$ cat src/rtl/cms_ctrl_write_arbiter_pkg.sv
// Shared types and constants for the monitoring-system control-write arbiter.
// Holds the sequencer state encoding, default port widths and the phase-timer width.
package cms_ctrl_write_arbiter_pkg;

  localparam int unsigned CtrlAddrWidthDef = 8;
  localparam int unsigned CtrlDataWidthDef = 64;
  localparam int unsigned TimerWidth       = 4;

  typedef enum logic [1:0] {
    StIdle,
    StSetup,
    StPulse,
    StGap
  } arb_state_e;

endpackage

$ cat src/rtl/cms_ctrl_write_arbiter_rr_arbiter2.sv
// Two-way round-robin grant: on a tie the requester that did not win last time is chosen.
// Purely combinational; the caller owns the last-grant register.
module cms_ctrl_write_arbiter_rr_arbiter2 (
  input  logic [1:0] i_valid,
  input  logic       i_last_grant,
  output logic [1:0] o_grant,
  output logic       o_grant_idx
);

  always_comb begin
    o_grant = i_valid;
    if (i_valid == 2'b11) begin
      o_grant = i_last_grant ? 2'b01 : 2'b10;
    end
  end

  assign o_grant_idx = o_grant[1];

endmodule

$ cat src/rtl/cms_ctrl_write_arbiter.sv
// Shares the monitoring system's single control-write port between host and on-chip requesters.
// Each accepted write runs setup -> enable pulse -> low gap so the sink sees one rising edge.
module cms_ctrl_write_arbiter
  import cms_ctrl_write_arbiter_pkg::*;
#(
  parameter int unsigned CTRL_ADDR_WIDTH = CtrlAddrWidthDef,
  parameter int unsigned CTRL_DATA_WIDTH = CtrlDataWidthDef,
  parameter int unsigned PULSE_CYCLES    = 1,
  parameter int unsigned GAP_CYCLES      = 1
) (
  input  logic                       i_clk,
  input  logic                       i_rst,
  input  logic                       i_req0_valid,
  output logic                       o_req0_ready,
  input  logic [CTRL_ADDR_WIDTH-1:0] i_req0_addr,
  input  logic [CTRL_DATA_WIDTH-1:0] i_req0_wdata,
  input  logic                       i_req1_valid,
  output logic                       o_req1_ready,
  input  logic [CTRL_ADDR_WIDTH-1:0] i_req1_addr,
  input  logic [CTRL_DATA_WIDTH-1:0] i_req1_wdata,
  output logic [CTRL_ADDR_WIDTH-1:0] o_ctrl_addr,
  output logic [CTRL_DATA_WIDTH-1:0] o_ctrl_wdata,
  output logic                       o_ctrl_write_enable,
  output logic                       o_busy,
  output logic                       o_last_grant,
  output logic [31:0]                o_write_count
);

  if (PULSE_CYCLES < 1 || PULSE_CYCLES > 15) begin : g_bad_pulse
    $fatal(1, "PULSE_CYCLES must be in 1..15");
  end
  if (GAP_CYCLES < 1 || GAP_CYCLES > 15) begin : g_bad_gap
    $fatal(1, "GAP_CYCLES must be in 1..15");
  end

  localparam logic [TimerWidth-1:0] PulseLoad = TimerWidth'(PULSE_CYCLES - 1);
  localparam logic [TimerWidth-1:0] GapLoad   = TimerWidth'(GAP_CYCLES - 1);

  arb_state_e                 r_state;
  logic [TimerWidth-1:0]      r_cnt;
  logic                       r_last_grant;
  logic                       r_busy;
  logic                       r_we;
  logic [CTRL_ADDR_WIDTH-1:0] r_addr;
  logic [CTRL_DATA_WIDTH-1:0] r_wdata;
  logic [31:0]                r_write_count;

  logic [1:0] w_grant;
  logic       w_grant_idx;
  logic       w_idle;
  logic       w_accept;
  logic       w_done;

  cms_ctrl_write_arbiter_rr_arbiter2 u_rr_arbiter2 (
    .i_valid      ({i_req1_valid, i_req0_valid}),
    .i_last_grant (r_last_grant),
    .o_grant      (w_grant),
    .o_grant_idx  (w_grant_idx)
  );

  assign w_idle       = (r_state == StIdle);
  assign o_req0_ready = w_idle & w_grant[0];
  assign o_req1_ready = w_idle & w_grant[1];
  // A grant only exists for a valid requester, so this is valid && ready.
  assign w_accept     = w_idle & (|w_grant);
  assign w_done       = (r_state == StGap) && (r_cnt == '0);

  always_ff @(posedge i_clk) begin
    if (i_rst) begin
      r_state       <= StIdle;
      r_cnt         <= '0;
      r_last_grant  <= 1'b1;
      r_busy        <= 1'b0;
      r_we          <= 1'b0;
      r_addr        <= '0;
      r_wdata       <= '0;
      r_write_count <= '0;
    end else begin
      r_write_count <= r_write_count + 32'(w_done);
      unique case (r_state)
        StIdle: begin
          if (w_accept) begin
            r_state      <= StSetup;
            r_busy       <= 1'b1;
            r_last_grant <= w_grant_idx;
            r_addr       <= w_grant_idx ? i_req1_addr : i_req0_addr;
            r_wdata      <= w_grant_idx ? i_req1_wdata : i_req0_wdata;
          end
        end
        StSetup: begin
          r_state <= StPulse;
          r_we    <= 1'b1;
          r_cnt   <= PulseLoad;
        end
        StPulse: begin
          if (r_cnt == '0) begin
            r_state <= StGap;
            r_we    <= 1'b0;
            r_cnt   <= GapLoad;
          end else begin
            r_cnt <= r_cnt - TimerWidth'(1);
          end
        end
        StGap: begin
          if (r_cnt == '0) begin
            r_state <= StIdle;
            r_busy  <= 1'b0;
          end else begin
            r_cnt <= r_cnt - TimerWidth'(1);
          end
        end
        default: r_state <= StIdle;
      endcase
    end
  end

  assign o_ctrl_addr         = r_addr;
  assign o_ctrl_wdata        = r_wdata;
  assign o_ctrl_write_enable = r_we;
  assign o_busy              = r_busy;
  assign o_last_grant        = r_last_grant;
  assign o_write_count       = r_write_count;

endmodule

$ cat config.mk
export PLATFORM = sky130hd
export DESIGN_NAME = cms_ctrl_write_arbiter
export DESIGN_NICKNAME = d
export VERILOG_FILES = /design/src/rtl/cms_ctrl_write_arbiter_pkg.sv /design/src/rtl/cms_ctrl_write_arbiter_rr_arbiter2.sv /design/src/rtl/cms_ctrl_write_arbiter.sv
export SDC_FILE = /design/constraint.sdc
export NUM_CORES = 1
export LEC_CHECK = 0
export CAP_MARGIN = 5
export CORE_ASPECT_RATIO = 0.9
export CORE_UTILIZATION = 41
export DETAILED_ROUTE_END_ITERATION = 10
export PLACE_DENSITY = 0.91
export SYNTH_ARGS = -nofsm -noshare
export SYNTH_HDL_FRONTEND = slang
export SYNTH_SLANG_ARGS = --single-unit
export TNS_END_PERCENT = 5
$ cat constraint.sdc
create_clock -name i_clk -period 3.4 [get_ports i_clk]
set_clock_uncertainty 0.1 [all_clocks]
set_input_delay 0.68 -clock i_clk [delete_from_list [all_inputs] [get_ports i_clk]]
set_output_delay 0.68 -clock i_clk [all_outputs]
set_load 0.03 [all_outputs]
# After elaboration in Yosys (flattened, before gate mapping)
# Index checks and enable logic that the tools add are counted.
[totals]
wordCells = 48
ff_bits = 113
out_inout_bits = 109
input_bits = 148
[op_classes]
n_addsub = 2
reduce_logical = 12
n_mux = 15
n_eq_ne = 8
n_bitwise = 3
[ops]
columns = ["operator", "count"]
rows = [
  ["64-bit two-way mux", 1],
  ["32-bit by 1-bit adder with 32-bit output", 1],
  ["4-bit case mux with 3 select lines", 1],
  ["2-bit two-way mux", 5],
  ["4-bit two-way mux", 2],
  ["8-bit two-way mux", 1],
  ["2-bit case mux with 4 select lines", 1],
  ["2-bit == test, second input constant", 3],
  ["2-bit AND reduction", 3],
  ["3-bit AND reduction", 2],
  ["4-bit zero test", 1],
  ["2-bit by 1-bit inequality test with 1-bit output, second input constant", 2],
  ["2-bit inequality test, second input constant", 2],
  ["1-bit case mux with 2 select lines", 2],
  ["2-bit nonzero test", 2],
  ["4-bit by 1-bit subtractor with 4-bit output, second input constant", 1],
  ["1-bit bitwise AND", 3],
  ["3-bit nonzero test", 1],
  ["2-bit by 1-bit == test with 1-bit output, second input constant", 1],
  ["2-bit zero test", 1],
  ["1-bit two-way mux", 2],
  ["2-bit OR reduction", 1],
  ["1-bit logical AND", 1],
]

# Logic depth before layout (Yosys ltp)
[depth]
depth_word = 6
mapped_depth = 11
ltp_nobuf = 10

# Cells and area by module
# From an unflattened synthesis, not the netlist that was laid out.
[hier_totals]
hier_cells = 554
area_unflattened_um2 = 5107.4
[modules_own_cells]
columns = ["mod", "area_per_inst_um2", "seq_area_each_um2", "n_inst", "cells_each"]
rows = [
  ["cms_ctrl_write_arbiter", 5081.1, 2262.2, 1, 550],
  ["cms_ctrl_write_arbiter_rr_arbiter2", 26.3, 0.0, 1, 4],
]

# Worst setup path before layout
# No wires, ideal clock.
[synth_path]
path_kind = "reg2reg"
startpoint = "register r_cnt[0]"
endpoint = "register r_write_count[28], in the netlist o_write_count[28]"
stages_incl_launch_ff = 12
setup_time_ps = 71
required_ps = 3229
n_path_buf = 1
setup_slack_ps = 432
arrival_ps = 2797
synth_period_minus_slack_ps = 2968
cell_sequence = "dfxtp_1 > inv_1 > ha_1 > nor3b_1 > and2_1 > ha_1 > ha_1 > nand2_1 > or3_1 > buf_2 > or4_1 > a21oi_1"
[synth_via]
elab_chain_len = 3
[synth_lines]
columns = ["item", "line", "rtl"]
rows = [
  ["from (decl)", "cms_ctrl_write_arbiter.sv:40", "logic [TimerWidth-1:0] r_cnt;"],
  ["from (signal assigned)", "cms_ctrl_write_arbiter.sv:93", "r_cnt <= PulseLoad;"],
  ["from (signal assigned)", "cms_ctrl_write_arbiter.sv:99", "r_cnt <= GapLoad;"],
  ["from (signal assigned)", "cms_ctrl_write_arbiter.sv:101", "r_cnt <= r_cnt - TimerWidth'(1);"],
  ["4-bit zero test", "cms_ctrl_write_arbiter.sv:66", "assign w_done = (r_state == StGap) && (r_cnt == '0);"],
  ["1-bit logical AND", "cms_ctrl_write_arbiter.sv:66", ""],
  ["32-bit by 1-bit adder with 32-bit output", "cms_ctrl_write_arbiter.sv:79", "r_write_count <= r_write_count + 32'(w_done);"],
  ["to (signal assigned)", "cms_ctrl_write_arbiter.sv:79", ""],
  ["to (decl)", "cms_ctrl_write_arbiter.sv:46", "logic [31:0] r_write_count;"],
]
# No other way between the ends.
# A chain may end at the register's enable or synchronous reset.

# Worst setup path in the final report
[layout_path]
startpoint = "input port i_req1_valid"
endpoint = "output port o_req1_ready"
[layout_via]
elab_chain_len = 3
[layout_lines]
columns = ["item", "line", "rtl"]
rows = [
  ["from (decl)", "cms_ctrl_write_arbiter.sv:17", "input logic i_req1_valid,"],
  ["2-bit == test", "cms_ctrl_write_arbiter_rr_arbiter2.sv:12", "if (i_valid == 2'b11) begin"],
  ["2-bit two-way mux (*)", "cms_ctrl_write_arbiter_rr_arbiter2.sv:12", ""],
  ["1-bit bitwise AND (*)", "cms_ctrl_write_arbiter.sv:63", "assign o_req1_ready = w_idle & w_grant[1];"],
  ["to (decl)", "cms_ctrl_write_arbiter.sv:18", "output logic o_req1_ready,"],
]
# Every way passes the cells marked *; elsewhere a longest branch is shown, timed or not.

==> flow_metrics.env <==
export IMPL_cts_root_buf="clkbuf_16"
export IMPL_drt_pass1_iter_count=5
export IMPL_setup_violations=0
export IMPL_dp_hpwl_microns=11800
export IMPL_multi_input_area_sq_um=2680
export IMPL_synthToLayoutAreaGrowth_pct=64.1
export IMPL_ys_types=41
export IMPL_crit_path_end_kind="output port"
export IMPL_clk_pin_slew_ns=0.05
export IMPL_grt_pass1_vias=4941
export IMPL_vdd_ir_drop_max_uv=415
export IMPL_placed_cells=943
export IMPL_hp_class="reg2reg"
export IMPL_io_buffers=256
export IMPL_p_leak_uw=0.00309
export IMPL_core_sq_um=12200
export IMPL_fin_crit_ns=3.12
export IMPL_wl_per_cell_microns=16.8
export IMPL_clock_latency_ns=0.41
export IMPL_clock_power_share=0.287
export IMPL_cts_tree="built"
export IMPL_antenna_found_initial=1
export IMPL_antenna_cells=0
export IMPL_seq_area_frac_synth=0.439
export IMPL_via_per_inst=5.33
export IMPL_design_die_area_sq_um=13000
export IMPL_die_h_microns=108
export IMPL_switching_share=0.376
export IMPL_ys_seq_elements=113
export IMPL_worstRegToRegCells=10
export IMPL_rows=38
export IMPL_synth_top_cell_area_share=0.439
export IMPL_regToRegSetupSlack_ns=0.43
export IMPL_ant_nets=0
export IMPL_power_density_nw_per_um2=781
export IMPL_cts_buffers=17
export IMPL_rr_endpoint="o_write_count[28]"
export IMPL_maxCapViolCount=0
export IMPL_worst_path_max_fanout=5
export IMPL_h_tree_depth=4
export IMPL_synth_edff_count=0
export IMPL_maxSlewViolCount=0
export IMPL_min_period_over_period=0.917
export IMPL_design_power_total_uw=6600
export IMPL_syn_inst=564
export IMPL_final_fill_count=912
export IMPL_post_cts_resized=0
export IMPL_p_int_uw=4120
export IMPL_status="finished, final reports clean"
export IMPL_drt_initial_drc_count=330
export IMPL_synth_area_top_cells="dfxtp_1, mux2i_1, a211oi_1, nor2_1, a21oi_1"
export IMPL_drive_gt1_frac=0.0577
export IMPL_final_cell_mix="clkdlybuf4s50_1, dfxtp_1, nor2_1"
export IMPL_holdPathEnd="o_ctrl_wdata[10]"
export IMPL_mostFrequentLayoutCell="clkdlybuf4s50_1"
export IMPL_synth_area_per_cell_sq_um=9.14
export IMPL_track_usage=0.257
export IMPL_clock_fmax_ghz=0.321
export IMPL_slew_headroom=0.454
export IMPL_yosysWarningCount=0
export IMPL_num_vias=5195
export IMPL_crit_required_ns=2.62
export IMPL_io_pins=257
export IMPL_cts_hold_buf=0
export IMPL_drt_total_wl_microns=16400
export IMPL_drc_errors=0
export IMPL_start_kind="input pin"
export IMPL_grt_max_degree=79
export IMPL_synth_fp_nets=721
export IMPL_hold_path_startpoint="o_ctrl_wdata[10]"
export IMPL_regArea_sq_um=2260
export IMPL_synth_ff_type="dfxtp_1"
export IMPL_worstMarginPinSlew_ns=0.819
export IMPL_crit_type="in2out"
export IMPL_die_w_microns=120
export IMPL_r2r_start="r_cnt[0]"
export IMPL_rsz0062_at_grt="no"
export IMPL_post_cts_setup_buffers=0
export IMPL_nNetsFinal=959
export IMPL_grt_pass1_wl_microns=25600
export IMPL_fin_cells=975
export IMPL_syn_area_sq_um=5150
export IMPL_gp_congestion=0.819
export IMPL_p_sw_uw=2480
export IMPL_clock_sinks=113
export IMPL_synth_largest_area_cell="dfxtp_1"
export IMPL_whs_path_depth=2
export IMPL_critical_path_arrival_ns=2.34
export IMPL_tns_ns=0
export IMPL_finalHoldViolCount=0
export IMPL_comb_power_share=0.429
export IMPL_initial_core_util=0.423
export IMPL_grt_overflow_total=0
export IMPL_synth_async_reset_ratio=0
export IMPL_clock_path_buffers=2
export IMPL_seqPwrFrac=0.284
## per-layer routing
layer,vias to the layer above,GRT usage,part of all wire
met5,-,0,0.00079
met4,2,0.129,0.032
met3,38,0.0738,0.068
met2,208,0.447,0.52
met1,2402,0.288,0.38
li1,2545,-,-
## cell families (layout without fill, tap and decap cells)
kind of cell / after synthesis / in the layout / share of synthesized area
simple gates: 176 / 176 / 0.167
compound gates: 126 / 126 / 0.167
flops: 113 / 113 / 0.439
mux: 74 / 74 / 0.144
buf+inv: 56 / 307 / 0.0447
xor+xnor: 10 / 10 / 0.0170
fa+ha+maj: 9 / 9 / 0.0219
## synth_stat cells, types with 10 or more instances
cell type	number
dfxtp_1	113
nor2_1	93
mux2i_1	74
a211oi_1	72
clkbuf_1	31
a21oi_1	26
nand2_1	13
inv_1	12
or3_1	12
or4_1	12
o21ai_0	11
o31ai_1	11
buf_2	10
## final cells by class
type | count | area share
well taps | 160 | 0.0237
clock buffers | 22 | 0.0561
inverters | 12 | 0.00533
clock inverters | 10 | 0.0185
repair buffers | 263 | 0.312
flip-flops and latches | 113 | 0.268
multi-input cells | 395 | 0.317
## critical path, cell delays in order
cell and delay, ns:
clkdlybuf4s50_1 0.56, a21boi_4 0.24, and2_1 0.18, clkdlybuf4s50_1 0.68
## flip-flops by register name, summed over array words and instances, names as in the netlist
| name | count |
|---|---|
| o_ctrl_addr | 8 |
| o_last_grant | 1 |
| o_ctrl_write_enable | 1 |
| r_state | 2 |
| o_write_count | 32 |
| r_cnt | 4 |
| o_ctrl_wdata | 64 |
| o_busy | 1 |
## per-stage QoR
step | area [sq um] | util | setup slack [ns] | hold slack (ns)
6_report | 8450 | 0.695 | 0.284 | 0.395
5_1_grt | 8450 | 0.695 | 0.128 | 0.409
4_1_cts | 8450 | 0.695 | 0.295 | 0.396
3_5_place_dp | 7820 | 0.643 | 0.298 | 0.390
3_3_place_gp | 7820 | 0.643 | 0.353 | 0.365
2_1_floorplan | 5150 | - | 0.432 | 0.367
## power by group through the flow
stage / clock, uW / combinational, uW / sequential (uW)
2_1_floorplan: 0 / 978 / 2560
3_5_place_dp: 0 / 2810 / 1900
6_report: 1890 / 2830 / 1880
5_1_grt: 1980 / 3000 / 1930
4_1_cts: 1920 / 2840 / 1880
3_3_place_gp: 0 / 2760 / 1880
## how the worst max path moves through the flow
stage	start	endpoint	slack (ns)
global placement	i_req1_valid	o_req1_ready	0.35
floorplan	r_cnt[0]	o_write_count[28]	0.43
detailed placement	i_req1_valid	o_req1_ready	0.30
global route	r_cnt[0]	o_write_count[28]	0.13
CTS	i_req1_valid	o_req1_ready	0.30
finish	i_req1_valid	o_req1_ready	0.28
(Power assumes the default switching activity.)
==> variant 1, RTL diff (same flow settings) <==
Register the output `o_write_count` once more, without a reset; this adds one clock of latency there. The other outputs are not delayed to match.
--- a/src/rtl/cms_ctrl_write_arbiter.sv
+++ b/src/rtl/cms_ctrl_write_arbiter.sv
@@ -119,7 +119,9 @@
   assign o_ctrl_write_enable = r_we;
   assign o_busy              = r_busy;
   assign o_last_grant        = r_last_grant;
-  assign o_write_count       = r_write_count;
+  always_ff @(posedge i_clk) begin
+    o_write_count <= r_write_count;
+  end
 
 endmodule
 
Behaviour: not the same (Yosys sat finds a counterexample within 10 cycles, from zero or initial values and one cycle with i_rst high).
==> variant 1 against the original RTL <==
Sequential cell count rose by 32. Clock power shrank 2%. Combinational power grew 3%. Wire length decreased by 3.6%. Synthesized area grew 11%. First-iteration DRC count increased by 3.3%. Global-route usage is 3.1 points lower. Power rose by 6.3%. Final area is 7.3% higher. Setup slack better by 69 ps. Critical path type is now reg -> reg. Critical endpoint is now r_write_count[26]$_SDFF_PP0_.
==> variant 1: results (changes against the original RTL) <==
stage	metric	value	unit	change
finish	multi_input_area_share	29.0	%	-2.7 points
finish	multi_input_area	0.00263	sq mm	-1.7%
synthesis	synthDistinctLibCells	36		-12%
finish	clock_cell_area_share	6.56	%	-0.90 points
pwr	max-vdd-ir-drop	427	uV	+2.8%
sta	min_period	3050	ps	-69.3 ps
clock_network	clk_latency	420	ps	
placed_design	dp_hpwl	11400	um	-2.9%
floorplan	num_rows	40		+5.3%
synthesis	synthTopCellsByCount	dfxtp_1 (145), nor2_1 (91), mux2i_1 (74)		
finish	finalNonFillerCells	1007		+3.3%
finish	clock_buffers	18		-18%
finish	fillCellCount	998		+9.4%
synthesis	syn-num-nets	743		+3.1%
finish	seq_share	32.0	%	+5.2 points
finish	n_antenna_cell	0		unchanged
finish	multi_input_cells	388		-1.8%
critical_path	r2r_slack	350	ps	-80 ps
grt	grt_max_degree	73		-7.6%
synthesis	synthTopCellsByArea	dfxtp_1 (51%), mux2i_1 (13%), a211oi_1 (9.4%)		
finish	n_all_buffers	265		+0.76%
grt	use_met1	24.9	%	-4.0 points
detailed_routing	drtPass1Iterations	4		-1
critical_path	path_max_fanout	20		+15
placed_design	gp_congestion	0.817		-0.22%
critical_path	worstPathArrival	3290	ps	+950 ps
detailed_routing	met3WireLength	779	um	-30%
min_path	min_path_cells	0		-2
finish	fin_nets	983		+2.5%
placed_design	pre_cts_ws	406	ps	+109 ps
grt	first_global_vias	5012		+1.4%
synthesis	syn-mean-instance-area	9.78	sq um	+7.1%
grt	use_met2	39.7	%	-5.0 points
synthesis	ys_ff_latch	145		+28%
detailed_routing	wl_per_cell	15.7	um	-6.6%
grt	grt_pass1_wl	25200	um	-1.8%
critical_path	crit_path_end	r_write_count[26]$_SDFF_PP0_		
sta	relSlewSlack	56.0	%	+11 points
detailed_routing	top_layer	met4		
critical_path	r2r_end	r_write_count[26]$_SDFF_PP0_		
synthesis	async_flop_share	0	%	unchanged
synthesis	ys_seq_area_share	50.6	%	+6.7 points
status	status	finished, final reports clean		
grt	met3_usage	6.31	%	-1.1 points
finish	drive_gt1_share	5.48	%	-0.28 points
detailed_routing	route.vias.total	5218		+0.44%
detailed_routing	drtIter0Drc	341		+3.3%
finish	nonClkBufAreaFrac	29.8	%	-1.4 points
critical_path	max_stage_delay	650	ps	-30 ps
pwr	p_leak	3.34	nW	+8.1%
critical_path	path_class	reg -> reg		
grt	grt.total_usage	22.7	%	-3.1 points
detailed_routing	wl_met2	7970	um	-5.6%
placed_design	dpl-instance-area	0.00848	sq mm	+8.4%
variant 1: changes by cell type in the layout (fill, tap and decap cells not counted), moves of 3 or more:
cell,before,now
nand2_1,13,9
clkinv_2,4,1
xnor2_1,7,3
inv_1,12,9
nor4_1,5,1
nand3_1,7,12
or3_1,12,9
clkinvlp_4,1,6
buf_12,2,6
dfxtp_1,113,145
xor2_1,3,7
and4_1,1,4
variant 1: where the power goes:
| group | internal (W) | switching, W | total, W |
|---|---|---|---|
| combinational | 0.00123 | 0.00168 | 0.00291 |
| sequential | 0.00206 | 0.000194 | 0.00226 |
| clock | 0.00111 | 0.000744 | 0.00185 |
variant 1: logic make-up (layout without fill, tap and decap cells):
group / after synthesis / in the layout / synth area share (%)
AOI/OAI and AO/OA: 125 / 125 / 14.8
xor gates and xnor gates: 10 / 10 / 1.53
adders and majority gates: 9 / 9 / 1.96
buffers and inverters: 53 / 306 / 3.78
DFF: 145 / 145 / 50.6
muxes: 74 / 74 / 12.9
and+or+nand+nor: 170 / 170 / 14.4
variant 1: worst min-delay path by stage:
stage                                 start                         to  slack, ps
6_report        r_write_count[0]$_SDFF_PP0_   o_write_count[0]$_DFF_P_        280
5_1_grt         r_write_count[0]$_SDFF_PP0_   o_write_count[0]$_DFF_P_        290
4_1_cts        r_write_count[31]$_SDFF_PP0_  o_write_count[31]$_DFF_P_        280
3_5_place_dp   r_write_count[31]$_SDFF_PP0_  o_write_count[31]$_DFF_P_        270
3_3_place_gp    r_write_count[0]$_SDFF_PP0_   o_write_count[0]$_DFF_P_        260
2_1_floorplan  r_write_count[31]$_SDFF_PP0_  o_write_count[31]$_DFF_P_        240
variant 1: worst max-delay path: cells and delay by family (launching register included):
kind,cells,cell delay (ps)
simple gates,5,1750
fa+ha+maj,3,530
buf+inv,1,90
flops,1,330
compound gates,1,180
==> variant 2, RTL diff (same settings) <==
Made on the original files. Change the package constant `TimerWidth` from 4 to 3.
--- a/src/rtl/cms_ctrl_write_arbiter_pkg.sv
+++ b/src/rtl/cms_ctrl_write_arbiter_pkg.sv
@@ -4,7 +4,7 @@
 
   localparam int unsigned CtrlAddrWidthDef = 8;
   localparam int unsigned CtrlDataWidthDef = 64;
-  localparam int unsigned TimerWidth       = 4;
+  localparam int unsigned TimerWidth       = 3;
 
   typedef enum logic [1:0] {
     StIdle,
Formal check against the unedited RTL: same outputs for any inputs over 10 cycles, from zero or initial values and one cycle with i_rst high; that may be too few to reach the edited logic, so the function may still have changed.
==> variant 2 against the original RTL <==
Power fell by 13%. Wire length is 12% lower. Critical path depth unchanged. Synthesized area is 0.46% higher. Sequential cell count is 1 lower. Critical endpoint unchanged. Setup slack improved by 47 ps. Final area shrank 3.3%. Sequential share of layout area is 0.66 points higher.
==> variant 2: results (changes against the original RTL) <==
stage	metric	value	unit	change
status	status	finished, final reports clean		
placed_design	dp_hpwl	10900	um	-7.1%
detailed_routing	wl_per_cell	15.0	um	-10%
clock_network	h-tree-depth	3		-1
placed_design	gp_congestion	0.791		-3.4%
sta	relSlewSlack	36.5	%	-8.9 points
pwr	max-vdd-ir-drop	387	uV	-6.8%
pwr	p_leak	3.05	nW	-1.3%
critical_path	worstPathArrival	2290	ps	-50 ps
clock_network	clk_latency	340	ps	-70 ps
synthesis	syn_inst	558		-1.1%
detailed_routing	wl_met2	7110	um	-16%
grt	first_global_vias	4467		-9.6%
clock_network	clk_pin_slew	70	ps	+20 ps
detailed_routing	top_layer	met4		
grt	grt_max_degree	96		+22%
synthesis	synthTopCellsByCount	dfxtp_1 (112), nor2_1 (96), a211oi_1 (74)		
grt	grt.total_usage	21.2	%	-4.5 points
detailed_routing	route.vias.total	4925		-5.2%
finish	drive_gt1_share	4.79	%	-0.97 points
grt	antenna_found_initial	0		-1
synthesis	syn-num-nets	716		-0.69%
detailed_routing	met1_length	6170	um	-1.6%
grt	grt_pass1_wl	21800	um	-15%
detailed_routing	drtIter0Drc	225		-32%
placed_design	place_inst	937		-0.64%
synthesis	synthDistinctLibCells	38		-7.3%
## variant 2: power breakdown
group          leakage, nW  total [W]  internal, W  switching, W
logic                 1.98    0.00280      0.00121       0.00159
registers            0.922    0.00185      0.00166      0.000185
clock network        0.145    0.00107     0.000594      0.000479
## variant 2: metrics by stage
step	utilization [%]	instance area (sq um)	power, W	worst slack, ps	hold slack (ps)
floorplan	-	5180	0.00350	1170	357
global route	67.2	8180	0.00602	251	415
detailed placement	64.7	7870	0.00469	337	381
CTS	67.2	8180	0.00577	323	394
global placement	64.7	7870	0.00462	364	368
finish	67.2	8180	0.00572	331	390
## variant 2: logic make-up after synthesis
| kind of cell | synth area share [%] |
|---|---|
| flops | 43.3 |
| mux | 15.4 |
| compound gates | 15.3 |
| xor+xnor | 1.69 |
| buf+inv | 4.62 |
| fa+ha+maj | 2.42 |
| simple gates | 17.3 |
## variant 2: critical path: stages
cell and delay, ps:
clkdlybuf4s50_1 550, a21boi_4 240, and2_1 160, clkdlybuf4s50_1 660
## variant 2: routing by layer
| layer | vias to the layer above | GRT usage, % |
|---|---|---|
| li1 | 2492 | - |
| met4 | 0 | 7.23 |
| met1 | 2257 | 26.7 |
| met5 | - | 0 |
| met2 | 155 | 35.3 |
| met3 | 21 | 5.33 |
## variant 2: path summary, 6_finish.rpt
| path | start | depth (start not counted) | slack, ps | to |
|---|---|---|---|---|
| worst max register to register | r_cnt[0]$_SDFFE_PP0P_ | 9 | 630 | o_write_count[22]$_SDFF_PP0_ |
| worst min-delay path | o_ctrl_write_enable$_SDFFE_PP0P_ | 2 | 390 | o_ctrl_write_enable$_SDFFE_PP0P_ |
| worst min register to register | o_ctrl_write_enable$_SDFFE_PP0P_ | 2 | 390 | o_ctrl_write_enable$_SDFFE_PP0P_ |
| worst max-delay path | i_req1_valid | 4 | 330 | o_req1_ready |
## variant 2: cell type report
| class | instances | area [sq um] |
|---|---|---|
| repair buffers | 264 | 2680 |
| inverters | 9 | 33.8 |
| clock buffers | 10 | 239 |
| flip-flops and latches | 112 | 2240 |
| multi-input cells | 392 | 2710 |
| clock inverters | 6 | 67.6 |
| fillers | 986 | 3990 |
| well taps | 160 | 200 |
